==> config.mk <==
export PLATFORM = sky130hd
export DESIGN_NAME = imem_cache
export DESIGN_NICKNAME = d
export VERILOG_FILES = /design/src/rtl/imem_cache.sv
export SDC_FILE = /design/constraint.sdc
export NUM_CORES = 1
export LEC_CHECK = 0
export BUFFER_PORTS_ARGS = -buffer_cell sky130_fd_sc_hd__buf_4
export CORE_UTILIZATION = 65
export DETAILED_ROUTE_END_ITERATION = 8
export HOLD_SLACK_MARGIN = 0.08
export MAX_ROUTING_LAYER = met4
export PLACE_DENSITY = 0.91
export SYNTH_ARGS = -nofsm -noshare
export SYNTH_HDL_FRONTEND = slang
export SYNTH_SLANG_ARGS = --single-unit
==> constraint.sdc <==
create_clock -name i_clk -period 9.9 [get_ports i_clk]
set_input_delay 0.495 -clock i_clk [delete_from_list [all_inputs] [get_ports i_clk]]
set_output_delay 0.495 -clock i_clk [all_outputs]
set_load 0.02 [all_outputs]
==> src/rtl/imem_cache.sv <==
`default_nettype none
// ============================================================================
// Module   : imem_cache
// Brief    : Instruction-side responder for the fetch stage. A direct-mapped
//            cache of one-word lines answers fetch requests; misses are
//            refilled from backing instruction memory over a req/ack
//            handshake while fetch is stalled.
// Revision : 1.0 - initial release
// ============================================================================
module imem_cache #(
  parameter int INDEX_W = 4
) (
  input  logic        i_clk,
  input  logic        i_rst_n,
  input  logic        i_con_Req,
  input  logic [31:0] i_addr_PC,
  input  logic        i_con_Flush,
  output logic [31:0] o_data_Instr,
  output logic        o_con_Valid,
  output logic        o_con_Stall,
  output logic        o_con_MemReq,
  output logic [31:0] o_addr_Mem,
  input  logic        i_con_MemAck,
  input  logic [31:0] i_data_Mem
);

  localparam int NLINES = 1 << INDEX_W;
  localparam int TAG_W  = 30 - INDEX_W;

  typedef enum logic [0:0] {
    S_IDLE   = 1'b0,
    S_REFILL = 1'b1
  } state_t;

  // Control state
  state_t              state_q, state_d;
  logic                flush_pend_q, flush_pend_d;
  logic [31:0]         instr_q, instr_d;
  logic                valid_out_q, valid_out_d;
  logic                memreq_q, memreq_d;
  logic [31:0]         addr_q, addr_d;

  // Line storage
  logic [NLINES-1:0]   line_valid_q, line_valid_d;
  logic [TAG_W-1:0]    line_tag_q  [NLINES];
  logic [31:0]         line_data_q [NLINES];

  // Lookup against the incoming PC
  logic [INDEX_W-1:0]  w_idx;
  logic [TAG_W-1:0]    w_tag;
  logic                w_hit;

  // Refill target, taken from the registered refill address
  logic [INDEX_W-1:0]  w_refill_idx;
  logic [TAG_W-1:0]    w_refill_tag;
  logic                w_refill_wr;
  logic                w_refill_valid;

  // Byte-offset bits of the PC carry no information for word fetches
  logic [1:0]          w_unused_pc_bits;

  assign w_unused_pc_bits = i_addr_PC[1:0];

  assign w_idx = i_addr_PC[INDEX_W+1:2];
  assign w_tag = i_addr_PC[31:INDEX_W+2];
  assign w_hit = line_valid_q[w_idx] && (line_tag_q[w_idx] == w_tag);

  assign w_refill_idx   = addr_q[INDEX_W+1:2];
  assign w_refill_tag   = addr_q[31:INDEX_W+2];
  assign w_refill_wr    = (state_q == S_REFILL) && i_con_MemAck;
  // A flush seen at any point during the refill (including the ack cycle)
  // leaves the refilled line invalid.
  assign w_refill_valid = ~(flush_pend_q | i_con_Flush);

  assign o_con_Stall  = (state_q == S_REFILL) ||
                        ((state_q == S_IDLE) && i_con_Req && !w_hit);
  assign o_data_Instr = instr_q;
  assign o_con_Valid  = valid_out_q;
  assign o_con_MemReq = memreq_q;
  assign o_addr_Mem   = addr_q;

  // Next-state and output-register logic for the lookup/refill FSM
  always_comb begin
    state_d      = state_q;
    flush_pend_d = flush_pend_q;
    instr_d      = instr_q;
    valid_out_d  = 1'b0;
    memreq_d     = memreq_q;
    addr_d       = addr_q;
    case (state_q)
      S_IDLE: begin
        flush_pend_d = 1'b0;
        memreq_d     = 1'b0;
        if (i_con_Req) begin
          if (w_hit) begin
            instr_d     = line_data_q[w_idx];
            valid_out_d = 1'b1;
          end else begin
            addr_d   = {i_addr_PC[31:2], 2'b00};
            memreq_d = 1'b1;
            state_d  = S_REFILL;
          end
        end
      end
      S_REFILL: begin
        memreq_d = 1'b1;
        if (i_con_Flush) begin
          flush_pend_d = 1'b1;
        end
        if (i_con_MemAck) begin
          instr_d      = i_data_Mem;
          valid_out_d  = 1'b1;
          memreq_d     = 1'b0;
          flush_pend_d = 1'b0;
          state_d      = S_IDLE;
        end
      end
      default: begin
        state_d = S_IDLE;
      end
    endcase
  end

  // Valid-bit update: refill write first, then flush clears everything
  always_comb begin
    line_valid_d = line_valid_q;
    if (w_refill_wr) begin
      line_valid_d[w_refill_idx] = w_refill_valid;
    end
    if (i_con_Flush) begin
      line_valid_d = '0;
    end
  end

  // Control registers with asynchronous reset
  always_ff @(posedge i_clk or negedge i_rst_n) begin
    if (!i_rst_n) begin
      state_q      <= S_IDLE;
      flush_pend_q <= 1'b0;
      instr_q      <= 32'h0;
      valid_out_q  <= 1'b0;
      memreq_q     <= 1'b0;
      addr_q       <= 32'h0;
      line_valid_q <= '0;
    end else begin
      state_q      <= state_d;
      flush_pend_q <= flush_pend_d;
      instr_q      <= instr_d;
      valid_out_q  <= valid_out_d;
      memreq_q     <= memreq_d;
      addr_q       <= addr_d;
      line_valid_q <= line_valid_d;
    end
  end

  // Tag and data arrays: payload only, qualified by the valid bits
  generate
    for (genvar i = 0; i < NLINES; i++) begin : g_line
      // Overwrite this line when a refill for its index completes
      always_ff @(posedge i_clk) begin
        if (w_refill_wr && (w_refill_idx == INDEX_W'(i))) begin
          line_tag_q[i]  <= w_refill_tag;
          line_data_q[i] <= i_data_Mem;
        end
      end
    end
  endgenerate

endmodule
`default_nettype wire

# After elaboration in Yosys (flattened, before gate mapping)
# Memories as Yosys holds them, arrays and structs flattened.
# Cells that the tools add are included.
# totals
register_bits,81
mem_bits_rw,928
input_bits,69
output_inout_bits,67
elab_cells,236
memories,2
# op_classes
order_cmp,3
eq_ne,20
mux,144
n_bitwise,4
reduce_logical,57
# mem_list
name,depth,width,read_ports,rd_clocked_by_memory_dff,wr,line_no,text
line_data_q,16,32,1,0,1,46,logic [31:0] line_data_q [NLINES];
line_tag_q,16,26,1,0,1,45,logic [TAG_W-1:0] line_tag_q [NLINES];
# op_table
cell,n
$mux W32,18
$reduce_or A32 Y1,15
$mux W26,15
$reduce_or A26 Y1,15
$mux W4,30
$mux W1,72
$pmux W32 S2,1
$eq A4 B4 Y1 const B,8
$mux W16,2
$eq A26 B26 Y1,1
$logic_and A1 B1 Y1,21
$bwmux W16,1
$eq A4 B3 Y1 const B,4
$lt A4 B5 Y1 const B,2
$eq A4 B2 Y1 const B,2
$ne A2 B2 Y1 const B,3
$pmux W1 S2,3
$reduce_and A3 Y1,2
$bmux W1 S4,1
$demux W1 S4,1
$eq A4 B1 Y1 const B,1
$ge A4 B1 Y1 const B,1
$logic_not A4 Y1,1
$ne A3 B3 Y1 const B,1
5 further kinds,7

# Logic depth before layout (Yosys ltp)
# logic_depth
ltp_word,20
mapped_depth,14
ltp_nobuf,8

# Least setup slack after synthesis
# Ideal clock, no wire load.
# synth_timing
kind,flip-flop to flip-flop
startpoint,register o_con_MemReq (netlist name)
endpoint,register line_valid_q[0]
setup_time_ps,128
arrival_ps,5732
t_required_ps,9772
setup_slack_ps,4040
path_stages_with_launch,7
n_path_buf,1
synth_period_minus_slack_ps,5860
cell_sequence,dfrtp_1 > clkbuf_1 > nand2_1 > or3_1 > nor3_1 > mux2i_1 > nor2_1
# synth_rtl
item,line_no,text
"end signal, assigned",152,line_valid_q <= line_valid_d;
"end, declared",44,"logic [NLINES-1:0] line_valid_q, line_valid_d;"

# Final worst setup path
# layout_timing
startpoint,input i_addr_PC[2]
endpoint,output o_con_Stall
# layout_via
elab_chain_cells,6
elab_cells_between_ends,8
cone_classes,1 x eq/ne; 2 x mux; 4 x reduce/logical; 1 x memory
# layout_lines
item,line_no,text
"start, declared",16,"input logic [31:0] i_addr_PC,"
$mem_v2 Z16 W26 / $bmux W1 S4 (equally long branches),--,
$eq A26 B26 Y1 / $mux W1 (equally long branches),66,assign w_hit = line_valid_q[w_idx] && (line_tag_q[w_idx] == w_tag);
$logic_and A1 B1 Y1 *,66,
$logic_not A1 Y1 *,76,((state_q == S_IDLE) && i_con_Req && !w_hit);
$logic_and A1 B1 Y1 *,76,
$logic_or A1 B1 Y1 *,75,assign o_con_Stall = (state_q == S_REFILL) ||
"end, declared",20,"output logic o_con_Stall,"
# Every way passes the cells marked *; elsewhere a longest branch is shown, timed or not. The select of a mux whose other input is x is not followed.

==> metrics.cfg <==
[sta]
hold_viol=0
finalCriticalPeriod_ns=5.73
relSlewSlack=0.184
setup_viol=0
fmax_mhz=175
worst_slack_ns=4.17
worst_hold_slack_ns=0.0976
worst_slew_pin_slew_ns=1.22
period_share=0.578
slew_viol_final=0
rsz0062_at_grt=no
setup_tns_ns=0
fin_skew_ns=0.0157

[cts]
clock-sinks=1009
htree_levels=3
clock_latency_ns=0.67
cts_made_buffers=95
path_clk_slew_ns=0.06
clock_path_buffers=3
cts_root_buf=clkbuf_16
cts_tree=yes

[pwr]
clockPowerShare=0.384
peakVddDrop_mv=0.180
p_int_mw=7.46
seqPwrFrac=0.522
powerDensity_nw_per_um2=216
power_mw=9.79
p_sw_mw=2.33
p_comb_frac=0.094
swShare=0.238
p_leak_nw=15.1

[worst_hold_path]
min_path_type=in -> reg

[floorplan]
coreArea_um2=60700
die_h_um=251
io_pins=136
die_area_um2=62800
initial_utilization=0.661
die_w_um=251
rows=90

[synth]
ys_seq_area_frac=0.745
yosysMostFrequentCell=edfxtp_1
synth_edf_count=928
yosys_most_used_dff=edfxtp_1
ys_ff_latch=1009
synth_area_um2=40100
syn_inst=1938
synth_area_leader_cell=edfxtp_1
ys_warn_count=0
async_flop_share=0.0803
avgSynthCellArea_um2=20.7
synth.top_cell.area_share=0.694
synth_cell_types=57
synth_area_leaders=edfxtp_1, mux4_2, dfrtp_1
synth_commonest_cells=edfxtp_1, mux4_2, nand2_1, mux2i_1, dfrtp_1

[route]
drtIter0Drc=3363
vias_per_cell=7.29
wire_per_inst_um=35.4
vias=21600
postRouteWirelength_um=105000
drc=0
detail-route-antenna-nets=0
dr.pass1.iters=6

[setup_path]
required_ns=9.41
worstPathMaxFanout=92
crit_arrival_ns=5.23
ff2ff_setup_slack_ns=5.66
crit_type=in -> out
end_kind=output port
startpoint_type=input port

[cells_and_area]
fin_area_um2=45300
final_cells=2961
layout-drive-gt1-share=0.286
nets=2166
syn_to_final_growth_pct=12.7
post-route-util=0.746

[placed_design]
dp_slack_ns=4.18
io_buffers=131
post-dp-hpwl_um=51000
dp_cells=2776
dpl_cell_area_um2=42000
gp_congestion=0.794

[grt]
grt_pass1_wl_um=152000
track_usage=0.354
busiest_layer=met2
grt_antenna_before_repair=2
gr-usage-met1=0.434
grt_overflow=0
grt_use_met3=0.0820
grt_use_met2=0.559
grt_max_degree=93
grt_pass1_vias=22700

[status]
status=completed

[flow_run]
drv_cap=0

-- cell usage in the layout (no fill, tap or decap), types with 15 or more instances in the layout --
master     Yosys  final
edfxtp_1     928    928
mux4_2       253    253
buf_4         16    164
clkbuf_16      0     99
nand2_1       96     96
mux2i_1       89     89
dfrtp_1       81     81
o21ai_0       42     42
and2_1        37     37
a31oi_1       35     35
a211o_1       32     32
mux2_4        30     30
nor2_1        38     24
xnor2_1       18     18
clkinv_2       0     18
clkinv_1       0     16
clkbuf_1      49     16
nand2b_1      15     15
-- timing repair --
item	CTS	global route
hold buffers	5	1
resized for setup	0	0
buffers inserted	0	0
hold endpoints to repair	37	1
-- path summary, 6_finish.rpt --
kind                       cells after the start                to       startpoint
setup / recovery                              12       o_con_Stall     i_addr_PC[2]
hold / removal                                 2    o_addr_Mem[23]    i_addr_PC[23]
setup reg to reg                               7  line_valid_q[12]     o_con_MemReq
hold reg to reg                                2   line_valid_q[4]  line_valid_q[4]
max in group asynchronous                      3     o_addr_Mem[4]          i_rst_n
min in group asynchronous                      2    o_addr_Mem[25]          i_rst_n
-- power groups by stage --
stage	combinational (mW)	sequential [mW]	clock [mW]
after detailed placement	0.880	5.19	0
after CTS	0.908	5.10	3.77
after global placement	0.844	5.15	0
after global routing	0.953	5.13	3.93
final	0.916	5.11	3.76
after floorplan	0.461	5.21	0
-- cell type report --
cell class | instances | area (µm²)
flip-flops and latches | 1009 | 29900
fillers | 2971 | 15400
multi-input cells | 812 | 9820
clock buffers | 119 | 2590
repair buffers | 173 | 1330
well taps | 782 | 978
clock inverters | 57 | 609
inverters | 6 | 23.8
diodes | 3 | 7.51
-- flip-flops by register name (all words and copies together), names as in the netlist --
register and count:
o_data_Instr 32, flush_pend_q 1, line_tag_q 416, o_con_MemReq 1, line_data_q 512, o_con_Valid 1, o_addr_Mem 30, line_valid_q 16
-- metal layers --
layer  up-vias  share of wire  routed length [µm]
li1       8325              -                   -
met1     10900           0.33               34100
met2      1859           0.50               52400
met3       452           0.12               12400
met4         0          0.055                5780
met5         -              0                   0
-- kinds of logic after synthesis --
family,Yosys count,share of synthesized area
AND/OR/NAND/NOR,233,0.0282
buffers and inverters,118,0.0146
other,1,0.0000934
multiplexers,377,0.177
AO/OA/AOI/OAI,174,0.0301
XOR/XNOR,26,0.00567
flip-flops,1009,0.745
-- critical path: stages --
cell,delay (ns)
buf_8,0.70
buf_4,0.89
mux2i_1,0.25
a221o_1,0.45
o211a_1,0.26
a2111oi_2,0.38
o2111ai_1,0.25
nor4_4,0.33
buf_4,0.54
and3_1,0.27
o21ai_1,0.08
buf_4,0.19
(Power assumes the default switching activity.)
